**config.mk**
```make
export PLATFORM = sky130hd
export DESIGN_NAME = pivot_fault_store
export DESIGN_NICKNAME = d
export VERILOG_FILES = /design/src/rtl/pivot_fault_store.sv
export SDC_FILE = /design/constraint.sdc
export NUM_CORES = 1
export LEC_CHECK = 0
export BUFFER_PORTS_ARGS = -buffer_cell sky130_fd_sc_hd__buf_2
export CAP_MARGIN = 20
export CORE_MARGIN = 5
export CORE_UTILIZATION = 66
export DETAILED_ROUTE_END_ITERATION = 10
export PLACE_DENSITY = 0.86
export SLEW_MARGIN = 40
export SYNTH_ARGS = -nofsm -noshare
export SYNTH_HDL_FRONTEND = slang
export SYNTH_SLANG_ARGS = --single-unit
```
**constraint.sdc**
```tcl
create_clock -name clk -period 8.1 [get_ports clk]
set_clock_uncertainty 0.1 [all_clocks]
set_input_delay 1.215 -clock clk [delete_from_list [all_inputs] [get_ports clk]]
set_output_delay 1.215 -clock clk [all_outputs]
set_load 0.005 [all_outputs]
```
**src/rtl/pivot_fault_store.sv**
```systemverilog
// pivot_fault_store: classifies BIST fault reports into pivot / non-pivot /
// duplicate against a small pivot array, then streams the pivots downstream.
module pivot_fault_store #(
    parameter int unsigned DEPTH  = 8,
    parameter int unsigned ADDR_W = 10,
    parameter int unsigned BNK_W  = 2
) (
    input  logic                         clk,
    input  logic                         rst,
    input  logic                         col_start,
    input  logic                         flt_valid,
    output logic                         flt_ready,
    input  logic [ADDR_W-1:0]            flt_row,
    input  logic [ADDR_W-1:0]            flt_col,
    input  logic [BNK_W-1:0]             flt_bnk,
    input  logic                         flt_end,
    output logic                         np_valid,
    output logic [$clog2(DEPTH)-1:0]     np_idx,
    output logic [ADDR_W-1:0]            np_row,
    output logic [ADDR_W-1:0]            np_col,
    output logic [BNK_W-1:0]             np_bnk,
    output logic                         pv_valid,
    input  logic                         pv_ready,
    output logic [ADDR_W-1:0]            pv_row,
    output logic [ADDR_W-1:0]            pv_col,
    output logic [BNK_W-1:0]             pv_bnk,
    output logic                         pv_last,
    output logic [$clog2(DEPTH+1)-1:0]   pv_cnt,
    output logic                         overflow,
    output logic                         busy,
    output logic                         done
);

    localparam int unsigned IDX_W = $clog2(DEPTH);
    localparam int unsigned CNT_W = $clog2(DEPTH+1);

    localparam logic [1:0] S_IDLE    = 2'd0;
    localparam logic [1:0] S_COLLECT = 2'd1;
    localparam logic [1:0] S_DRAIN   = 2'd2;
    localparam logic [1:0] S_DONE    = 2'd3;

    typedef struct packed {
        logic [ADDR_W-1:0] row;
        logic [ADDR_W-1:0] col;
        logic [BNK_W-1:0]  bnk;
    } entry_t;

    entry_t             ent_q [DEPTH];
    entry_t             new_ent;
    entry_t             rd_ent;
    logic [1:0]         state_q, state_d;
    logic [IDX_W-1:0]   ptr_q, ptr_d;
    logic [CNT_W-1:0]   cnt_d;
    logic               ovf_d;
    logic               accept, dup_hit, np_hit, full;
    logic               cls_np, cls_new, wr_en, set_ovf, hs;
    logic [IDX_W-1:0]   np_sel, wr_idx;
    logic               pv_valid_d, pv_last_d;

    // Compare the incoming fault against the stored pivots of the same bank
    always_comb begin
        new_ent = '{row: flt_row, col: flt_col, bnk: flt_bnk};
        accept  = flt_valid && flt_ready;
        dup_hit = 1'b0;
        np_hit  = 1'b0;
        np_sel  = '0;
        for (int unsigned i = 0; i < DEPTH; i++) begin
            if (CNT_W'(i) < pv_cnt && ent_q[i].bnk == flt_bnk) begin
                if (ent_q[i].row == flt_row && ent_q[i].col == flt_col) begin
                    dup_hit = 1'b1;
                end
                if (!np_hit && (ent_q[i].row == flt_row || ent_q[i].col == flt_col)) begin
                    np_hit = 1'b1;
                    np_sel = IDX_W'(i);
                end
            end
        end
        full    = (pv_cnt == CNT_W'(DEPTH));
        cls_np  = accept && !col_start && (flt_bnk != '0) && !dup_hit && np_hit;
        cls_new = accept && !col_start && (flt_bnk != '0) && !dup_hit && !np_hit;
        wr_en   = cls_new && !full;
        set_ovf = cls_new && full;
        wr_idx  = IDX_W'(pv_cnt);
    end

    // Next state, counters and next values of the registered outputs
    always_comb begin
        state_d = state_q;
        ptr_d   = ptr_q;
        cnt_d   = pv_cnt;
        ovf_d   = overflow;
        hs      = pv_valid && pv_ready;
        if (wr_en) begin
            cnt_d = pv_cnt + CNT_W'(1);
        end
        if (set_ovf) begin
            ovf_d = 1'b1;
        end
        case (state_q)
            S_COLLECT: begin
                if (flt_end) begin
                    state_d = S_DRAIN;
                    ptr_d   = '0;
                end
            end
            S_DRAIN: begin
                if (pv_cnt == '0) begin
                    state_d = S_DONE;
                end else if (hs) begin
                    if (pv_last) begin
                        state_d = S_DONE;
                    end else begin
                        ptr_d = ptr_q + IDX_W'(1);
                    end
                end
            end
            default: begin
            end
        endcase
        if (col_start) begin
            state_d = S_COLLECT;
            ptr_d   = '0;
            cnt_d   = '0;
            ovf_d   = 1'b0;
        end
        pv_valid_d = (state_d == S_DRAIN) && (CNT_W'(ptr_d) < cnt_d);
        pv_last_d  = pv_valid_d && (CNT_W'(ptr_d) == cnt_d - CNT_W'(1));
        // Bypass an entry being written this cycle so the first beat is correct
        rd_ent     = (wr_en && wr_idx == ptr_d) ? new_ent : ent_q[ptr_d];
        if (!pv_valid_d) begin
            rd_ent = '0;
        end
    end

    // State register and control outputs
    always_ff @(posedge clk or negedge rst) begin
        if (!rst) begin
            state_q   <= S_IDLE;
            ptr_q     <= '0;
            pv_cnt    <= '0;
            overflow  <= 1'b0;
            flt_ready <= 1'b0;
            busy      <= 1'b0;
            done      <= 1'b0;
        end else begin
            state_q   <= state_d;
            ptr_q     <= ptr_d;
            pv_cnt    <= cnt_d;
            overflow  <= ovf_d;
            flt_ready <= (state_d == S_COLLECT);
            busy      <= (state_d == S_COLLECT) || (state_d == S_DRAIN);
            done      <= (state_d == S_DONE);
        end
    end

    // Pivot array: cleared banks mark entries empty, new pivots appended
    always_ff @(posedge clk or negedge rst) begin
        if (!rst) begin
            for (int unsigned i = 0; i < DEPTH; i++) begin
                ent_q[i] <= '0;
            end
        end else if (col_start) begin
            for (int unsigned i = 0; i < DEPTH; i++) begin
                ent_q[i].bnk <= '0;
            end
        end else if (wr_en) begin
            ent_q[wr_idx] <= new_ent;
        end
    end

    // Non-pivot report, one-cycle pulse after the accept
    always_ff @(posedge clk or negedge rst) begin
        if (!rst) begin
            np_valid <= 1'b0;
            np_idx   <= '0;
            np_row   <= '0;
            np_col   <= '0;
            np_bnk   <= '0;
        end else begin
            np_valid <= cls_np;
            if (cls_np) begin
                np_idx <= np_sel;
                np_row <= flt_row;
                np_col <= flt_col;
                np_bnk <= flt_bnk;
            end
        end
    end

    // Readout port registers
    always_ff @(posedge clk or negedge rst) begin
        if (!rst) begin
            pv_valid <= 1'b0;
            pv_last  <= 1'b0;
            pv_row   <= '0;
            pv_col   <= '0;
            pv_bnk   <= '0;
        end else begin
            pv_valid <= pv_valid_d;
            pv_last  <= pv_last_d;
            pv_row   <= rd_ent.row;
            pv_col   <= rd_ent.col;
            pv_bnk   <= rd_ent.bnk;
        end
    end

endmodule

```
==> reports/qor.yml <==
floorplan:
  die_x_um: 152
  fp.dieArea_um2: 23100
  io_pins: 86
  die_h_um: 152
  num_rows: 52
  core_area_um2: 20000
  start_util_pct: 66.5
logic_synthesis:
  ys_seq_area_share_pct: 44.9
  synth_area_per_cell_um2: 12.1
  yosysMostFrequentCell: "dfrtp_1"
  synth_edf_count: 0
  ys_ff_latch: 239
  synth.largest_area_cell: "dfrtp_1"
  synthCells: 1101
  yosysWarnings: 0
  synth_flop_cell: "dfrtp_1"
  synth_cell_types: 56
  synth_area_um2: 13300
  async_reset_ff_share_pct: 100
  synth_top_area_share_pct: 44.9
  ys_top_cells_by_count: "dfrtp_1 (239), mux2_2 (184), xor2_1 (107), mux2i_1 (92), xnor2_1 (76)"
  syn_nets: 1142
  synthTopCellsByArea: "dfrtp_1 (45%), mux2_2 (16%), xor2_1 (7.0%)"
critical_path:
  crit_family: "simple AND/OR/NAND/NOR gates"
  crit_path_max_incr_delay_ps: 690
  r2r-start: "pv_cnt[0]"
  cp_cell_sequence: "inv_1 -> ha_1 -> nand2b_1 -> a211oi_1 -> nand4_1 -> o2111ai_1 -> and4bb_2 -> nand2_2 -> nor3_4 -> mux2i_1 -> ha_1 -> nor2b_1 -> o21ai_0 -> and3b_1 -> nor3b_2 -> buf_4 -> a211oi_1"
  worst-path-buf-inv: 2
  cp_data_arrival_time_ps: 5430
  setup.worst_path.class: "reg2reg"
  crit_fanout: 18
  worst_setup_path_end_kind: "register"
  cpMaxStageDelayCell: "dfrtp_1"
  required_ps: 8370
  cp-start-kind: "register"
  crit_start: "pv_cnt[0]"
sta:
  fin_ws_ps: 2940
  report.final.slew_viol_count: 0
  setup_viol: 0
  rsz0062_at_grt: "false"
  fmax_mhz: 194
  hold_violations: 0
  hold_ws_ps: 397
  period_share_pct: 63.7
  slew_headroom_pct: 41.0
  finalCriticalPeriod_ps: 5160
  setup_tns_ps: 0
  worst_pin_slew_ps: 885
cts:
  clk_latency_ps: 530
  cts_made_buffers: 26
  cts_sinks: 239
  hold_buffers: 0
  cts_tree: "built"
  clk_pin_slew_ps: 60
  clk_path_buf_depth: 3
  root_buffer: "clkbuf_16"
  cts_resized: 0
  cts_setup_buffers: 0
  htreeDepth: 1
global_route:
  grt_pass1_vias: 9312
  grt_max_degree: 98
  grt_antenna_before_repair: 1
  grt_pass1_wl_mm: 53.6
  grt_usage_pct: 29.2
  gr-total-overflow: 0
placed_design:
  preCtsSetupSlack_ps: 2590
  place_congestion: 0.905
  place_hpwl_mm: 22.0
  io_buffers: 85
finish:
  multi_input_area_um2: 6870
  synthToLayoutAreaGrowth_pct: 10.5
  antennaDiodeCount: 0
  postLayoutCoreUtil_pct: 73.5
  fill_cells: 1346
  nNetsFinal: 1181
  regArea_um2: 5980
  drive_gt1_share_pct: 31.4
pwr:
  p_sw_mw: 0.943
  p_sw_share_pct: 28.4
  p_leak_nw: 6.70
  finalPower_mw: 3.33
  p_clk_share_pct: 35.6
  internal_power_mw: 2.38
  power_density_nw_per_um2: 226
  pwr-share-seq_pct: 44.5
  worst_ir_drop_vdd_mv: 0.184
  pwr-share-comb_pct: 19.8
route:
  first_pass_iters: 5
  vias: 8944
  ant_nets: 0
  drt-total-wl_mm: 34.0
  viasPerCell: 6.26
  drt_iter0_markers: 761
  wire_per_inst_um: 23.8
  drc: 0
hold_path:
  hold_path.class: "reg2reg"
  hp-start: "np_col[3]"
status:
  status: "complete, no violations"
run:
  maxCapViolCount: 0
cells in the final DEF (no fill, tap or decap), drive strengths merged, types with 2 or more instances in the layout:
cell     count
nand2       20
o21ai       21
a211oi      25
inv         17
a21o         4
nor2        54
buf        103
dfrtp      239
and3b        2
a22oi        2
and4         2
clkbuf      43
clkinv       2
nor4        20
xor2       107
o22a         2
nor4b        2
nor3        14
a21oi        8
nand3b       8
nand2b      13
nor2b        4
o22ai        2
or4          4
xnor2       76
nand3       11
mux2i       92
nand4       20
ha          13
mux4        22
mux2       185
or3          2
o2111ai      2
o211ai       2
through the flow:
step                area, um^2  instances
detailed placement       13800       1381
global route             14700       1428
CTS                      14700       1427
floorplan                13300       1101
finish                   14700       1428
global placement         13800       1380
cell type report:
cell class / instances / area share (%)
clock inverters: 3 / 0.297
inverters: 17 / 0.433
multi-input cells: 753 / 46.6
flip-flops and latches: 239 / 40.6
clock buffers: 43 / 5.54
repair buffers: 103 / 4.20
well taps: 270 / 2.29
flip-flops by register name, summed over array words and instances, names as in the netlist, 3 cells and up:
name,cells
pv_cnt,4
np_col,10
ptr_q,3
ent_q,176
pv_row,10
np_idx,3
np_row,10
pv_col,10
power by group through the flow:
stage                     Combinational [mW]  Sequential, mW  Clock (mW)
after detailed placement               0.647            1.50           0
final                                  0.659            1.48        1.19
after global placement                 0.623            1.49           0
after floorplan                        0.487            1.46           0
after global routing                   0.719            1.50        1.25
after CTS                              0.658            1.48        1.19
worst paths after layout:
kind / to / slack, ps / cells after the start
max: pv_col[9] / 2940 / 17
min: np_col[3] / 400 / 1
max reg2reg: pv_col[9] / 2940 / 17
min reg2reg: np_col[3] / 400 / 1
max in group asynchronous: ent_q[92] / 6090 / 3
min in group asynchronous: state_q[1] / 440 / 1
cells by family after synthesis:
logic type / after synthesis / synth area share [%]
AND/OR/NAND/NOR: 184 / 7.88
adder cells (fa/ha/maj): 13 / 1.22
buffers and inverters: 109 / 4.04
flip-flops: 239 / 44.9
XOR/XNOR: 183 / 12.0
AO/OA/AOI/OAI: 74 / 3.71
multiplexers: 299 / 26.3
metal layers:
layer | track usage, % | share of wire, %
met4 | 11.1 | 3.8
met1 | 39.5 | 41
met5 | 0 | 0.021
met2 | 47.2 | 48
met3 | 5.68 | 7.2
Power figures use the tool's default switching activity.
